**config.mk**
```make
export PLATFORM = sky130hd
export DESIGN_NAME = instr_encoder
export DESIGN_NICKNAME = d
export VERILOG_FILES = /design/src/rtl/instr_encoder.sv
export SDC_FILE = /design/constraint.sdc
export NUM_CORES = 1
export LEC_CHECK = 0
export BUFFER_PORTS_ARGS = -buffer_cell sky130_fd_sc_hd__buf_2
export CAP_MARGIN = 25
export CELL_PAD_IN_SITES_DETAIL_PLACEMENT = 1
export CELL_PAD_IN_SITES_GLOBAL_PLACEMENT = 1
export CORE_ASPECT_RATIO = 1.75
export CORE_MARGIN = 3
export CORE_UTILIZATION = 42
export CTS_BUF_LIST = sky130_fd_sc_hd__clkbuf_8
export CTS_CLUSTER_SIZE = 25
export DETAILED_ROUTE_END_ITERATION = 6
export PLACE_DENSITY = 0.86
export SLEW_MARGIN = 20
export SYNTH_ARGS = -nofsm -noshare
export SYNTH_HDL_FRONTEND = slang
export SYNTH_SLANG_ARGS = --single-unit
export TNS_END_PERCENT = 50
```
**constraint.sdc**
```tcl
create_clock -name clk -period 5.7 [get_ports clk]
set_input_delay 0.285 -clock clk [delete_from_list [all_inputs] [get_ports clk]]
set_output_delay 0.285 -clock clk [all_outputs]
set_load 0.02 [all_outputs]
```
**src/rtl/instr_encoder.sv**
```systemverilog
// RV32I instruction encoder/loader: packs field-level requests into 32-bit words,
// rejects illegal requests, and streams legal words into instruction memory.
module instr_encoder #(
    parameter int ADDR_W = 10
) (
    input  logic              clk,
    input  logic              rst,
    input  logic              start,
    input  logic [ADDR_W-1:0] cfg_base,
    input  logic [ADDR_W-1:0] cfg_len,
    input  logic              req_valid,
    output logic              req_ready,
    input  logic [2:0]        req_class,
    input  logic [2:0]        req_funct3,
    input  logic              req_alt,
    input  logic [4:0]        req_rd,
    input  logic [4:0]        req_rs1,
    input  logic [4:0]        req_rs2,
    input  logic [31:0]       req_imm,
    output logic              mem_we,
    input  logic              mem_ready,
    output logic [ADDR_W-1:0] mem_addr,
    output logic [31:0]       mem_wdata,
    output logic              busy,
    output logic              done,
    output logic              err_illegal,
    output logic [ADDR_W-1:0] err_addr
);

    localparam logic [2:0] CLS_R      = 3'd0;
    localparam logic [2:0] CLS_OPIMM  = 3'd1;
    localparam logic [2:0] CLS_LOAD   = 3'd2;
    localparam logic [2:0] CLS_STORE  = 3'd3;
    localparam logic [2:0] CLS_BRANCH = 3'd4;
    localparam logic [2:0] CLS_LUI    = 3'd5;
    localparam logic [2:0] CLS_JAL    = 3'd6;
    localparam logic [2:0] CLS_JALR   = 3'd7;

    localparam logic [6:0] OP_R      = 7'b0110011;
    localparam logic [6:0] OP_OPIMM  = 7'b0010011;
    localparam logic [6:0] OP_LOAD   = 7'b0000011;
    localparam logic [6:0] OP_STORE  = 7'b0100011;
    localparam logic [6:0] OP_BRANCH = 7'b1100011;
    localparam logic [6:0] OP_LUI    = 7'b0110111;
    localparam logic [6:0] OP_JAL    = 7'b1101111;
    localparam logic [6:0] OP_JALR   = 7'b1100111;

    typedef enum logic [1:0] {
        ST_IDLE,
        ST_RUN,
        ST_DRAIN
    } state_t;

    state_t state_q;
    state_t state_d;

    logic [ADDR_W-1:0] len_q;
    logic [ADDR_W-1:0] cnt_q;
    logic [ADDR_W-1:0] addr_q;

    logic        s1_valid;
    logic [2:0]  s1_class;
    logic [2:0]  s1_funct3;
    logic        s1_alt;
    logic [4:0]  s1_rd;
    logic [4:0]  s1_rs1;
    logic [4:0]  s1_rs2;
    logic [31:0] s1_imm;

    logic [31:0] enc_word;
    logic        enc_illegal;
    logic [6:0]  funct7;
    logic        imm_u11;
    logic        imm_u12;
    logic        imm_u20;
    logic        is_shift;

    logic              s1_adv;
    logic              s1_legal_adv;
    logic              s1_illegal_adv;
    logic              pend_legal;
    logic [ADDR_W:0]   accepted;
    logic              req_fire;
    logic              cnt_hit;

    assign funct7   = s1_alt ? 7'b0100000 : 7'b0000000;
    assign imm_u11  = (&s1_imm[31:11]) || !(|s1_imm[31:11]);
    assign imm_u12  = (&s1_imm[31:12]) || !(|s1_imm[31:12]);
    assign imm_u20  = (&s1_imm[31:20]) || !(|s1_imm[31:20]);
    assign is_shift = (s1_funct3 == 3'b001) || (s1_funct3 == 3'b101);

    // Field packing and legality check for the request held in S1
    always_comb begin
        enc_word    = '0;
        enc_illegal = 1'b0;
        case (s1_class)
            CLS_R: begin
                enc_word    = {funct7, s1_rs2, s1_rs1, s1_funct3, s1_rd, OP_R};
                enc_illegal = s1_alt && (s1_funct3 != 3'b000) && (s1_funct3 != 3'b101);
            end
            CLS_OPIMM: begin
                if (is_shift) begin
                    enc_word    = {funct7, s1_imm[4:0], s1_rs1, s1_funct3, s1_rd, OP_OPIMM};
                    enc_illegal = (s1_alt && (s1_funct3 != 3'b101)) || (|s1_imm[31:5]);
                end else begin
                    enc_word    = {s1_imm[11:0], s1_rs1, s1_funct3, s1_rd, OP_OPIMM};
                    enc_illegal = s1_alt || !imm_u11;
                end
            end
            CLS_LOAD: begin
                enc_word    = {s1_imm[11:0], s1_rs1, s1_funct3, s1_rd, OP_LOAD};
                enc_illegal = (s1_funct3 == 3'b011) || (s1_funct3 == 3'b110) ||
                              (s1_funct3 == 3'b111) || !imm_u11;
            end
            CLS_STORE: begin
                enc_word    = {s1_imm[11:5], s1_rs2, s1_rs1, s1_funct3, s1_imm[4:0], OP_STORE};
                enc_illegal = (s1_funct3 > 3'b010) || !imm_u11;
            end
            CLS_BRANCH: begin
                enc_word    = {s1_imm[12], s1_imm[10:5], s1_rs2, s1_rs1, s1_funct3,
                               s1_imm[4:1], s1_imm[11], OP_BRANCH};
                enc_illegal = (s1_funct3 == 3'b010) || (s1_funct3 == 3'b011) ||
                              !imm_u12 || s1_imm[0];
            end
            CLS_LUI: begin
                enc_word    = {s1_imm[31:12], s1_rd, OP_LUI};
                enc_illegal = |s1_imm[11:0];
            end
            CLS_JAL: begin
                enc_word    = {s1_imm[20], s1_imm[10:1], s1_imm[11], s1_imm[19:12], s1_rd, OP_JAL};
                enc_illegal = !imm_u20 || s1_imm[0];
            end
            CLS_JALR: begin
                enc_word    = {s1_imm[11:0], s1_rs1, 3'b000, s1_rd, OP_JALR};
                enc_illegal = (s1_funct3 != 3'b000) || !imm_u11;
            end
            default: begin
                enc_word    = '0;
                enc_illegal = 1'b1;
            end
        endcase
    end

    // A legal word sitting in S1 already counts toward cfg_len so we never over-accept
    assign s1_adv         = s1_valid && (!mem_we || mem_ready);
    assign s1_legal_adv   = s1_adv && !enc_illegal;
    assign s1_illegal_adv = s1_adv && enc_illegal;
    assign pend_legal     = s1_valid && !enc_illegal;
    assign accepted       = {1'b0, cnt_q} + {{ADDR_W{1'b0}}, pend_legal};
    assign req_ready      = (state_q == ST_RUN) && (accepted < {1'b0, len_q}) &&
                            (!s1_valid || s1_adv);
    assign req_fire       = req_valid && req_ready;
    assign cnt_hit        = s1_legal_adv && ((cnt_q + ADDR_W'(1)) == len_q);
    assign busy           = (state_q != ST_IDLE);

    always_comb begin
        state_d = state_q;
        done    = 1'b0;
        case (state_q)
            ST_IDLE: begin
                if (start) state_d = ST_RUN;
            end
            ST_RUN: begin
                if (cnt_hit) state_d = ST_DRAIN;
            end
            ST_DRAIN: begin
                if (mem_we && mem_ready) begin
                    state_d = ST_IDLE;
                    done    = 1'b1;
                end
            end
            default: state_d = ST_IDLE;
        endcase
    end

    always_ff @(posedge clk) begin
        if (rst) begin
            state_q     <= ST_IDLE;
            len_q       <= '0;
            cnt_q       <= '0;
            addr_q      <= '0;
            err_illegal <= 1'b0;
            err_addr    <= '0;
        end else begin
            state_q <= state_d;
            if ((state_q == ST_IDLE) && start) begin
                len_q       <= cfg_len;
                addr_q      <= cfg_base;
                cnt_q       <= '0;
                err_illegal <= 1'b0;
                err_addr    <= '0;
            end else begin
                if (s1_legal_adv) begin
                    cnt_q  <= cnt_q + ADDR_W'(1);
                    addr_q <= addr_q + ADDR_W'(1);
                end
                if (s1_illegal_adv) begin
                    err_illegal <= 1'b1;
                    if (!err_illegal) err_addr <= addr_q;
                end
            end
        end
    end

    // S1 request register and S2 output register
    always_ff @(posedge clk) begin
        if (rst) begin
            s1_valid  <= 1'b0;
            s1_class  <= '0;
            s1_funct3 <= '0;
            s1_alt    <= 1'b0;
            s1_rd     <= '0;
            s1_rs1    <= '0;
            s1_rs2    <= '0;
            s1_imm    <= '0;
            mem_we    <= 1'b0;
            mem_addr  <= '0;
            mem_wdata <= '0;
        end else begin
            if (req_fire) begin
                s1_valid  <= 1'b1;
                s1_class  <= req_class;
                s1_funct3 <= req_funct3;
                s1_alt    <= req_alt;
                s1_rd     <= req_rd;
                s1_rs1    <= req_rs1;
                s1_rs2    <= req_rs2;
                s1_imm    <= req_imm;
            end else if (s1_adv) begin
                s1_valid <= 1'b0;
            end

            if (s1_legal_adv) begin
                mem_we    <= 1'b1;
                mem_addr  <= addr_q;
                mem_wdata <= enc_word;
            end else if (mem_ready) begin
                mem_we <= 1'b0;
            end
        end
    end

endmodule

```
==> results of run 1 <==
[Yosys cell counts (13+ instances only)]
master	instances	share of area
a211oi_1	14	0.016
a21oi_1	44	0.033
buf_2	16	0.012
clkbuf_1	34	0.019
dfxtp_1	140	0.42
ha_1	13	0.024
inv_1	18	0.010
mux2i_1	63	0.095
nand2_1	104	0.059
nand3_1	27	0.020
nor2_1	118	0.066
nor3_1	22	0.017
o21ai_0	19	0.014
xnor2_1	20	0.026
xor2_1	14	0.018
[power groups by stage]
stage | Clock [mW] | Sequential, mW | Combinational, mW
global placement | 0 | 1.08 | 0.275
detailed placement | 0 | 1.08 | 0.283
finish | 0.935 | 1.06 | 0.285
global route | 0.993 | 1.07 | 0.315
floorplan | 0 | 1.08 | 0.184
CTS | 0.949 | 1.06 | 0.288
[worst paths after layout]
path / cells after the start / slack, ps / endpoint
worst max-delay path: 21 / 580 / s1_class[0]
worst max register to register: 21 / 580 / s1_class[0]
worst min register to register: 2 / 460 / mem_addr[3]
worst min-delay path: 3 / 60 / s1_rs1[1]
[worst max-delay path: cells and delay by family, from the launching register on]
family,cells,cell delay (ps)
adder cells (fa/ha/maj),3,580
XOR/XNOR,1,150
AND/OR/NAND/NOR,9,1640
flip-flops,1,390
multiplexers,1,260
buffers and inverters,2,430
AO/OA/AOI/OAI,5,1440
[routing by layer]
metal / vias to the layer above / GRT usage / share of wire
met5: - / 0 / 0
met4: 0 / 0.1292 / 0.051
met3: 76 / 0.04562 / 0.038
met2: 180 / 0.4699 / 0.56
met1: 3041 / 0.2547 / 0.35
li1: 2970 / - / -
[cells by family (layout without fill, tap and decap cells)]
| kind of cell | after synthesis | in the layout |
|---|---|---|
| xor+xnor | 34 | 34 |
| flops | 140 | 140 |
| buf+inv | 73 | 194 |
| fa+ha+maj | 13 | 13 |
| mux | 64 | 64 |
| compound gates | 134 | 134 |
| simple gates | 334 | 334 |
[registers in the layout, summed over array words and instances, names as in the netlist, 10 cells and up]
signal,flops
addr_q,10
cnt_q,10
err_addr,10
len_q,10
mem_addr,10
mem_wdata,31
s1_imm,32
[stage by stage]
stage / utilization / setup WS, ps / power [mW]
after floorplan: - / 1371 / 1.260
after global placement: 0.4803 / 878.0 / 1.354
after detailed placement: 0.4803 / 579.8 / 1.365
after CTS: 0.5098 / 497.3 / 2.296
after global routing: 0.5101 / 88.20 / 2.374
final: 0.5101 / 581.0 / 2.281
[final cells by class]
class | instances | area, um^2 | area share
clock buffer | 17 | 234.0 | 0.02966
clock inverter | 15 | 222.7 | 0.02823
inverter | 20 | 75.07 | 0.009516
multi-input combinational | 579 | 3578 | 0.4536
sequential | 140 | 2803 | 0.3553
tap | 186 | 232.7 | 0.02950
timing repair buffer | 142 | 743.2 | 0.09421
[timing repair]
action                                 4_1_cts  5_1_grt
setup endpoints to repair                    0       55
buffers inserted                             0        0
resized for setup                            0        1
endpoints found under the hold margin        0        0
==> flow_summary.json, run 1 <==
{
  "detailedPlacementHpwl_um": 15530,
  "layout_commonest_cell": "dfxtp_1",
  "cts_tree": "yes",
  "comb_power_share": 0.125,
  "sequentialPowerShare": 0.465,
  "synth_enable_flop_cells": 0,
  "slew_viol_final": 0,
  "synth-simple-area-share": 0.2307,
  "viasPerCell": 5.702,
  "dieArea_mm2": 0.01748,
  "max_slew_headroom": 0.3060,
  "number_of_cells_in_the_design_after_placement": 1067,
  "postSynthNetCount": 884,
  "arrival_ps": 5420,
  "synth_top_family_by_area": "simple AND/OR/NAND/NOR gates",
  "syn_inst": 792,
  "max_freq_mhz": 195.3,
  "drt-initial-drc-count": 195,
  "cts-root-buf": "clkbuf_8",
  "synth-adder-area-share": 0.02440,
  "clk_path_buf_depth": 2,
  "maximum_number_of_pins_on_one_net_before_global_route_repair": 80,
  "area_growth_from_synthesis_to_layout_pct": 18.36,
  "max-cap-violations": 0,
  "asyncSetResetFlopFracSynth": 0,
  "power_frac_clock": 0.410,
  "worstSetupStartpoint": "s1_imm[12]",
  "critical_path_class": "reg -> reg",
  "route.vias.total": 6267,
  "global_route_wire_length_before_repair_um": 34440,
  "cts_num_sinks": 140,
  "sw_frac_of_total": 0.2758,
  "synth-seq-cells": 140,
  "post_synthesis_compound_gate_area_fraction": 0.1382,
  "run_status": "completed",
  "path_cells": "or4_4 > nor2_4 > nand3b_1 > a221oi_2 > o21ai_2 > nor2_1 > nand2_1 > inv_1 > ha_1 > ha_1 > nand3_1 > nor2_1 > nand2_1 > xnor2_1 > ha_1 > a2111oi_0 > o21ai_0 > a211oi_4 > buf_12 > mux2i_1 > nor2_1",
  "timing.rr.start": "s1_imm[12]",
  "vdd_ir_drop_max_mv": 0.1487,
  "portBuffers": 135,
  "cp_data_required_time_ps": 6000,
  "synth_sequential_area_ratio": 0.4205,
  "worst_hold_path_type": "in -> reg",
  "route.final.wire_length_um": 21610,
  "layoutNonFillerInstCount": 1099,
  "cts_made_buffers": 17,
  "fp.coreArea_mm2": 0.01546,
  "global_route.overflow_total": 0,
  "endpoint_kind": "flop",
  "initial_core_utilization": 0.4310,
  "timing.hold.ws_ps": 59.56,
  "setup_tns_ps": 0,
  "unrepaired_setup_endpoints_after_global_routing": "no",
  "drc": 0,
  "first_global_vias": 6626,
  "first_pass_iters": 4,
  "hold_viol_final": 0,
  "num-nets-final": 992,
  "core.rowCount": 60,
  "num_antenna_cells": 0,
  "clock_tree.htree_level_count": 4,
  "hp-start": "req_rs1[1]",
  "power_density_mw_per_mm2": 289.1,
  "most_used_flip_flop_cell_after_synthesis": "dfxtp_1",
  "post_synthesis_cell_type_count": 65,
  "floorplan.die.width_um": 101.2,
  "ys_warn_count": 0,
  "detail_route.wl_per_cell_um": 19.66,
  "min_period_ps": 5119,
  "timing.critical_path.slowest_stage_cell": "or4_4",
  "cts_hold_buffers": 0,
  "synthXorXnorAreaFrac": 0.04468,
  "number_of_antenna_violations_at_the_first_check_in_global_routing": 0,
  "synth_area_mm2": 0.006665,
  "cp-start-kind": "flop",
  "timing.final.crit_share": 0.8981,
  "post_synth_mux_area_share": 0.09630,
  "insertion_delay_ps": 460,
  "io-pin-count": 136,
  "design_area_mm2": 0.007889,
  "grt_util_all_layers": 0.2512,
  "path_clk_slew_ps": 80,
  "power.switching_uw": 628.9,
  "setup_viol_count_final": 0,
  "crit_path_max_incr_delay_ps": 570,
  "cp_max_fo": 55,
  "tightestPinTransition_ps": 1039,
  "fraction_of_layout_instances_using_a_drive_strength_above_1": 0.2147,
  "placement.cell_area_mm2": 0.007427,
  "floorplan.die.height_um": 172.6,
  "gp_routability_congestion": 0.9083,
  "antenna_left": 0,
  "static-leakage-power_nw": 3.213,
  "layout_common_cells": "140 x dfxtp_1, 134 x buf_2, 118 x nor2_1",
  "avgSynthCellArea_um2": 8.416,
  "filler_cell_count": 1924,
  "internal_pwr_total_mw": 1.652,
  "clock-skew-final_ps": 14.86
}
Note: power is estimated with default switching activity, not from simulation.
==> run 2: changes to the inputs <==
--- a/config.mk
+++ b/config.mk
@@ -16,6 +16,7 @@
 export CTS_CLUSTER_SIZE = 25
 export DETAILED_ROUTE_END_ITERATION = 6
 export PLACE_DENSITY = 0.86
+export REMOVE_ABC_BUFFERS = 1
 export SLEW_MARGIN = 20
 export SYNTH_ARGS = -nofsm -noshare
 export SYNTH_HDL_FRONTEND = slang
==> run 2 against run 1 <==
Worst hold slack worse by 8.8 ps. Sequential power hardly changed. First-iteration DRC count is 7.2% lower. Wire length is 3.3% lower. Global-route usage is 0.92 points lower. Die area stayed put. Register-to-register slack better by 30 ps. Final area is 0.14% higher. Clock skew is 3.0 ps higher. Setup slack better by 6.0 ps. Flip-flop and latch count stayed put. Critical path type is now reg -> out. Critical endpoint is now req_ready. Largest cell class unchanged. Highest routed layer unchanged.
==> flow_summary.json, run 2 (same netlist as run 1, synthesis figures left out) <==
{
  "fraction_of_layout_instances_using_a_drive_strength_above_1": 0.2170,
  "io-pin-count": 136,
  "area_growth_from_synthesis_to_layout_pct": 18.53,
  "route.final.wire_length_um": 20890,
  "unrepaired_setup_endpoints_after_global_routing": "no",
  "design_area_mm2": 0.007900,
  "static-leakage-power_nw": 3.217,
  "max_flop_register": "s1_imm",
  "num-nets-final": 996,
  "worst_hold_path_type": "in -> reg",
  "timing.final.crit_share": 0.8970,
  "endpoint_kind": "output port",
  "fin_total_pwr_mw": 2.180,
  "filler_cell_count": 1878,
  "first_pass_iters": 4,
  "clock_tree.htree_level_count": 4,
  "grt_util_all_layers": 0.2420,
  "insertion_delay_ps": 460,
  "timing.critical_path.slowest_stage_cell": "dfxtp_1",
  "final-seq-area_mm2": 0.002803,
  "layoutNonFillerInstCount": 1103,
  "drt-initial-drc-count": 181,
  "cts_tree": "yes",
  "layout_commonest_cell": "dfxtp_1",
  "placement.cell_area_mm2": 0.007475,
  "biggest_regs": "s1_imm: 32 flops, mem_wdata: 31 flops",
  "clk_path_buf_depth": 2,
  "timing.hold.ws_ps": 50.72,
  "cp_max_fo": 16,
  "largest_register_ff_count": 32,
  "layout_common_cells": "140 x dfxtp_1, 134 x buf_2, 118 x nor2_1",
  "run_status": "completed",
  "detailedPlacementHpwl_um": 15180,
  "path_clk_slew_ps": 90,
  "tightestPinTransition_ps": 856.1,
  "critical_path_class": "reg -> out",
  "first_global_vias": 6466,
  "global_route.overflow_total": 0,
  "max-cap-violations": 0,
  "buffers_plus_inverters_on_the_worst_setup_path": 2,
  "crit_path_max_incr_delay_ps": 640,
  "floorplan.die.width_um": 101.2,
  "cts_hold_buffers": 0,
  "postCtsResizedCells": 0,
  "min_period_ps": 5113,
  "portBuffers": 135,
  "cts_made_buffers": 17,
  "dieArea_mm2": 0.01748,
  "gp_routability_congestion": 0.8581,
  "max_freq_mhz": 195.6,
  "cts-root-buf": "clkbuf_8",
  "initial_core_utilization": 0.4310,
  "vdd_ir_drop_max_mv": 0.1829,
  "number_of_cells_in_the_design_after_placement": 1070,
  "setup_tns_ps": 0,
  "global_route_wire_length_before_repair_um": 33770,
  "floorplan.die.height_um": 172.6,
  "cts_num_sinks": 140,
  "path_cells": "nand2b_1 > nor2_1 > nand2_1 > nand2_1 > or2_1 > nor2_1 > nand2_1 > inv_1 > ha_1 > and3_1 > nand3_1 > xnor2_1 > ha_1 > a2111oi_0 > o21ai_0 > a21oi_1 > buf_2",
  "power_density_mw_per_mm2": 275.9,
  "max_slew_headroom": 0.4272,
  "worst_path_dominant_cell_family": "simple AND/OR/NAND/NOR gates",
  "cp_data_required_time_ps": 5410,
  "detail_route.wl_per_cell_um": 18.94,
  "setup_viol_count_final": 0,
  "route.vias.total": 6222,
  "multiInputGateArea_mm2": 0.003573,
  "cp-start-kind": "flop",
  "worst_path_most_repeated_cell": "nand2_1",
  "num_antenna_cells": 0,
  "setup_fix_buffers_added_after_clock_tree_synthesis": 0,
  "fp.coreArea_mm2": 0.01546,
  "antenna_left": 0,
  "hold_viol_final": 0,
  "slew_viol_final": 0,
  "core.rowCount": 60,
  "viasPerCell": 5.641,
  "arrival_ps": 4830,
  "number_of_antenna_violations_at_the_first_check_in_global_routing": 0,
  "clock-skew-final_ps": 17.82,
  "maximum_number_of_pins_on_one_net_before_global_route_repair": 101,
  "drc": 0
}
[run 2: cell count changes in the layout (fill, tap and decap cells not counted), sizes merged]
cell and change:
inv +3, clkinv -1, clkinvlp +1, buf +4
bufinv -3
[run 2: power breakdown]
part / switching (mW) / total [mW] / leakage [nW] / internal, mW
logic: 0.175 / 0.294 / 1.88 / 0.119
clock network: 0.431 / 0.827 / 0.202 / 0.396
registers: 0.0427 / 1.06 / 1.14 / 1.02
total: 0.648 / 2.18 / 3.22 / 1.53
[run 2: final timing paths]
kind                            cells after the start    startpoint  slack, ps      endpoint
worst min register to register                      2  mem_wdata[2]        460  mem_wdata[2]
worst max register to register                     19   s1_class[0]        610    s1_imm[31]
worst max-delay path                               17   s1_class[0]        590     req_ready
worst min-delay path                                3    cfg_len[7]         50      len_q[7]
[run 2: layer usage]
metal | track usage | routed length, um
met5 | 0 | 0
met4 | 0.09928 | 650
met3 | 0.03674 | 757
met2 | 0.4467 | 11670
met1 | 0.2668 | 7813
[run 2: worst register-to-register path, stage by stage (launching register included)]
cell	delay, ps
dfxtp_1	640
nand2b_1	290
nor2_1	510
nand2_1	120
nand2_1	170
or2_1	280
nor2_1	100
nand2_1	120
inv_1	60
ha_1	190
and3_1	220
nand3_1	160
xnor2_1	140
ha_1	260
a2111oi_0	400
o21ai_0	270
a211oi_4	440
buf_12	270
mux2i_1	270
nor2_1	70
[run 2: final cells by class]
cell class	count	share of cell area
Multi-Input combinational cell	579	0.4523
Sequential cell	140	0.3548
Timing Repair Buffer	146	0.1036
Clock buffer	17	0.02962
Tap cell	186	0.02946
Clock inverter	15	0.02075
Inverter	20	0.009503
[run 2: through the flow]
step                      setup WS, ps  utilization
after floorplan                  -3928            -
after global placement           834.3       0.4820
after detailed placement         656.4       0.4833
after CTS                        582.0       0.5091
after global routing             178.0       0.5108
final                            586.9       0.5108
==> run 3: changes to the inputs <==
--- a/config.mk
+++ b/config.mk
@@ -5,16 +5,16 @@
 export SDC_FILE = /design/constraint.sdc
 export NUM_CORES = 1
 export LEC_CHECK = 0
-export BUFFER_PORTS_ARGS = -buffer_cell sky130_fd_sc_hd__buf_2
 export CAP_MARGIN = 25
 export CELL_PAD_IN_SITES_DETAIL_PLACEMENT = 1
 export CELL_PAD_IN_SITES_GLOBAL_PLACEMENT = 1
 export CORE_ASPECT_RATIO = 1.75
 export CORE_MARGIN = 3
-export CORE_UTILIZATION = 42
+export CORE_UTILIZATION = 49
 export CTS_BUF_LIST = sky130_fd_sc_hd__clkbuf_8
 export CTS_CLUSTER_SIZE = 25
 export DETAILED_ROUTE_END_ITERATION = 6
+export DONT_BUFFER_PORTS = 1
 export PLACE_DENSITY = 0.86
 export REMOVE_ABC_BUFFERS = 1
 export SLEW_MARGIN = 20
==> run 3 against run 2 <==
Setup slack worse by 290 ps. Critical endpoint is now s1_rs1[3]. Combinational power down 2%. Maximum frequency down 5.4%. Clock skew down 2.0 ps. Worst hold slack worse by 36 ps.
==> flow_summary.json, run 3 (same netlist as run 1, synthesis figures left out) <==
{
  "run_status": "completed",
  "filler_cell_count": 1542,
  "maximum_number_of_pins_on_one_net_before_global_route_repair": 120,
  "insertion_delay_ps": 460,
  "layout_commonest_cell": "dfxtp_1",
  "unrepaired_setup_endpoints_after_global_routing": "no",
  "cp_data_required_time_ps": 6060,
  "sequentialPowerShare": 0.460,
  "max-cap-violations": 0,
  "antenna_left": 0,
  "comb_power_share": 0.123,
  "biggest_regs": "s1_imm: 32 flops, mem_wdata: 31 flops",
  "largest_register_ff_count": 32,
  "dpl_worst_slack_ps": 791.2,
  "min_period_ps": 5407,
  "internal_pwr_total_mw": 1.668,
  "clock-skew-final_ps": 15.80,
  "core.rowCount": 55,
  "layout_common_cells": "139 x dfxtp_1, 118 x nor2_1, 104 x nand2_1",
  "portBuffers": 0,
  "cts_tree": "yes",
  "vdd_ir_drop_max_mv": 0.2221,
  "arrival_ps": 5760,
  "final_util": 0.6005,
  "power_frac_clock": 0.417,
  "detailedPlacementHpwl_um": 14920,
  "gp_routability_congestion": 0.9181,
  "number_of_cells_in_the_design_after_placement": 916,
  "cts_num_sinks": 140,
  "static-leakage-power_nw": 2.891,
  "hold_viol_final": 0,
  "floorplan.die.width_um": 94.17,
  "number_of_antenna_violations_at_the_first_check_in_global_routing": 1,
  "worst_hold_path_type": "in -> reg",
  "cts-root-buf": "clkbuf_8",
  "cts_made_buffers": 17,
  "grt_util_all_layers": 0.3143,
  "cp-start-kind": "flop",
  "tightestPinTransition_ps": 864.7,
  "io-pin-count": 136,
  "detail_route.wl_per_cell_um": 23.65,
  "dieArea_mm2": 0.01509,
  "initial_core_utilization": 0.5071,
  "clock_tree.htree_level_count": 4,
  "endpoint_kind": "flop",
  "floorplan.die.height_um": 160.3,
  "setup_viol_count_final": 0,
  "drt-initial-drc-count": 320,
  "power_density_mw_per_mm2": 296.1,
  "num-nets-final": 923,
  "sw_frac_of_total": 0.2863,
  "clk_path_buf_depth": 2,
  "global_route.overflow_total": 0,
  "cp_max_fo": 14,
  "first_global_vias": 6841,
  "power.switching_uw": 669.1,
  "slew_viol_final": 0,
  "route.final.wire_length_um": 24030,
  "global_route_wire_length_before_repair_um": 36620,
  "setup_tns_ps": 0,
  "layoutNonFillerInstCount": 1016,
  "max_flop_register": "s1_imm",
  "timing.final.crit_share": 0.9486,
  "path_clk_slew_ps": 90,
  "critical_path_class": "reg -> reg",
  "fraction_of_layout_instances_using_a_drive_strength_above_1": 0.07938,
  "area_growth_from_synthesis_to_layout_pct": 18.42,
  "viasPerCell": 6.136,
  "max_freq_mhz": 184.9,
  "max_slew_headroom": 0.4215,
  "worst_setup_slack_after_layout_ps": 292.8,
  "drc": 0,
  "route.vias.total": 6234,
  "first_pass_iters": 5,
  "fp.coreArea_mm2": 0.01314
}
[run 3: cell types whose count changed in the layout (fill, tap and decap cells not counted), moves of 2 or more]
cell / change
buf_2: -134
buf_6: +2
bufinv_16: +3
buf_12: -3
dlygate4sd3_1: +62
[run 3: final cells by class]
| cell class | instances | area, um^2 | area share |
|---|---|---|---|
| Sequential cell | 140 | 2804 | 0.3553 |
| Clock inverter | 15 | 236.5 | 0.02996 |
| Clock buffer | 17 | 234.0 | 0.02964 |
| Multi-Input combinational cell | 579 | 3578 | 0.4534 |
| Tap cell | 171 | 214.0 | 0.02711 |
| Antenna cell | 1 | 2.502 | 0.0003171 |
| Timing Repair Buffer | 73 | 748.2 | 0.09480 |
| Inverter | 20 | 75.07 | 0.009512 |
[run 3: worst paths after layout]
| check | to | startpoint | cells past startpoint | slack, ps |
|---|---|---|---|---|
| worst min register to register | mem_addr[9] | addr_q[9] | 2 | 490 |
| worst max-delay path | s1_rs1[3] | s1_imm[12] | 20 | 290 |
| worst min-delay path | s1_rs2[3] | req_rs2[3] | 2 | 10 |
| worst max register to register | s1_rs1[3] | s1_imm[12] | 20 | 290 |
[run 3: routing by layer]
metal	global-route usage	wire length, um	vias up
met2	0.5889	13510	240
li1	-	-	2833
met4	0.1716	1006	0
met5	0	0	-
met1	0.3143	8415	3086
met3	0.05891	1100	75
[run 3: through the flow]
| step | total power [mW] | cell area [um^2] | hold WS, ps |
|---|---|---|---|
| after floorplan | 1.255 | 6439 | 349.6 |
| after global placement | 1.296 | 6723 | 365.9 |
| after detailed placement | 1.311 | 6723 | 368.1 |
| after CTS | 2.319 | 7841 | 1.794 |
| after global routing | 2.407 | 7893 | -1.807 |
| final | 2.337 | 7893 | 14.41 |
[run 3: power by group through the flow]
stage | sequential [mW] | clock [mW] | combinational, mW
finish | 1.08 | 0.973 | 0.287
global route | 1.08 | 1.02 | 0.310
CTS | 1.07 | 0.976 | 0.272
detailed placement | 1.09 | 0 | 0.217
global placement | 1.09 | 0 | 0.205
floorplan | 1.08 | 0 | 0.175
[run 3: worst max-delay path: stages (launching register included)]
cell and delay (ps):
dfxtp_1 390, or4_4 570, nor2_4 170, nand3b_1 130, a221oi_2 310, o21ai_2 230, nor2_1 190, nand2_1 90
inv_1 70, ha_1 170, and3_1 210, nand3_1 190, xnor2_1 230, ha_1 280, a2111oi_0 370, o21ai_1 200
a211oi_4 370, clkbuf_16 270, mux2i_1 200, nor2_1 50, dlygate4sd3_1 570
[run 3: repair_timing]
action                     4_1_cts  5_1_grt
setup buffers                    0        2
setup endpoints to repair        0        1
hold buffers                    63        0
resized for setup                0        4
hold endpoints to repair       119        0
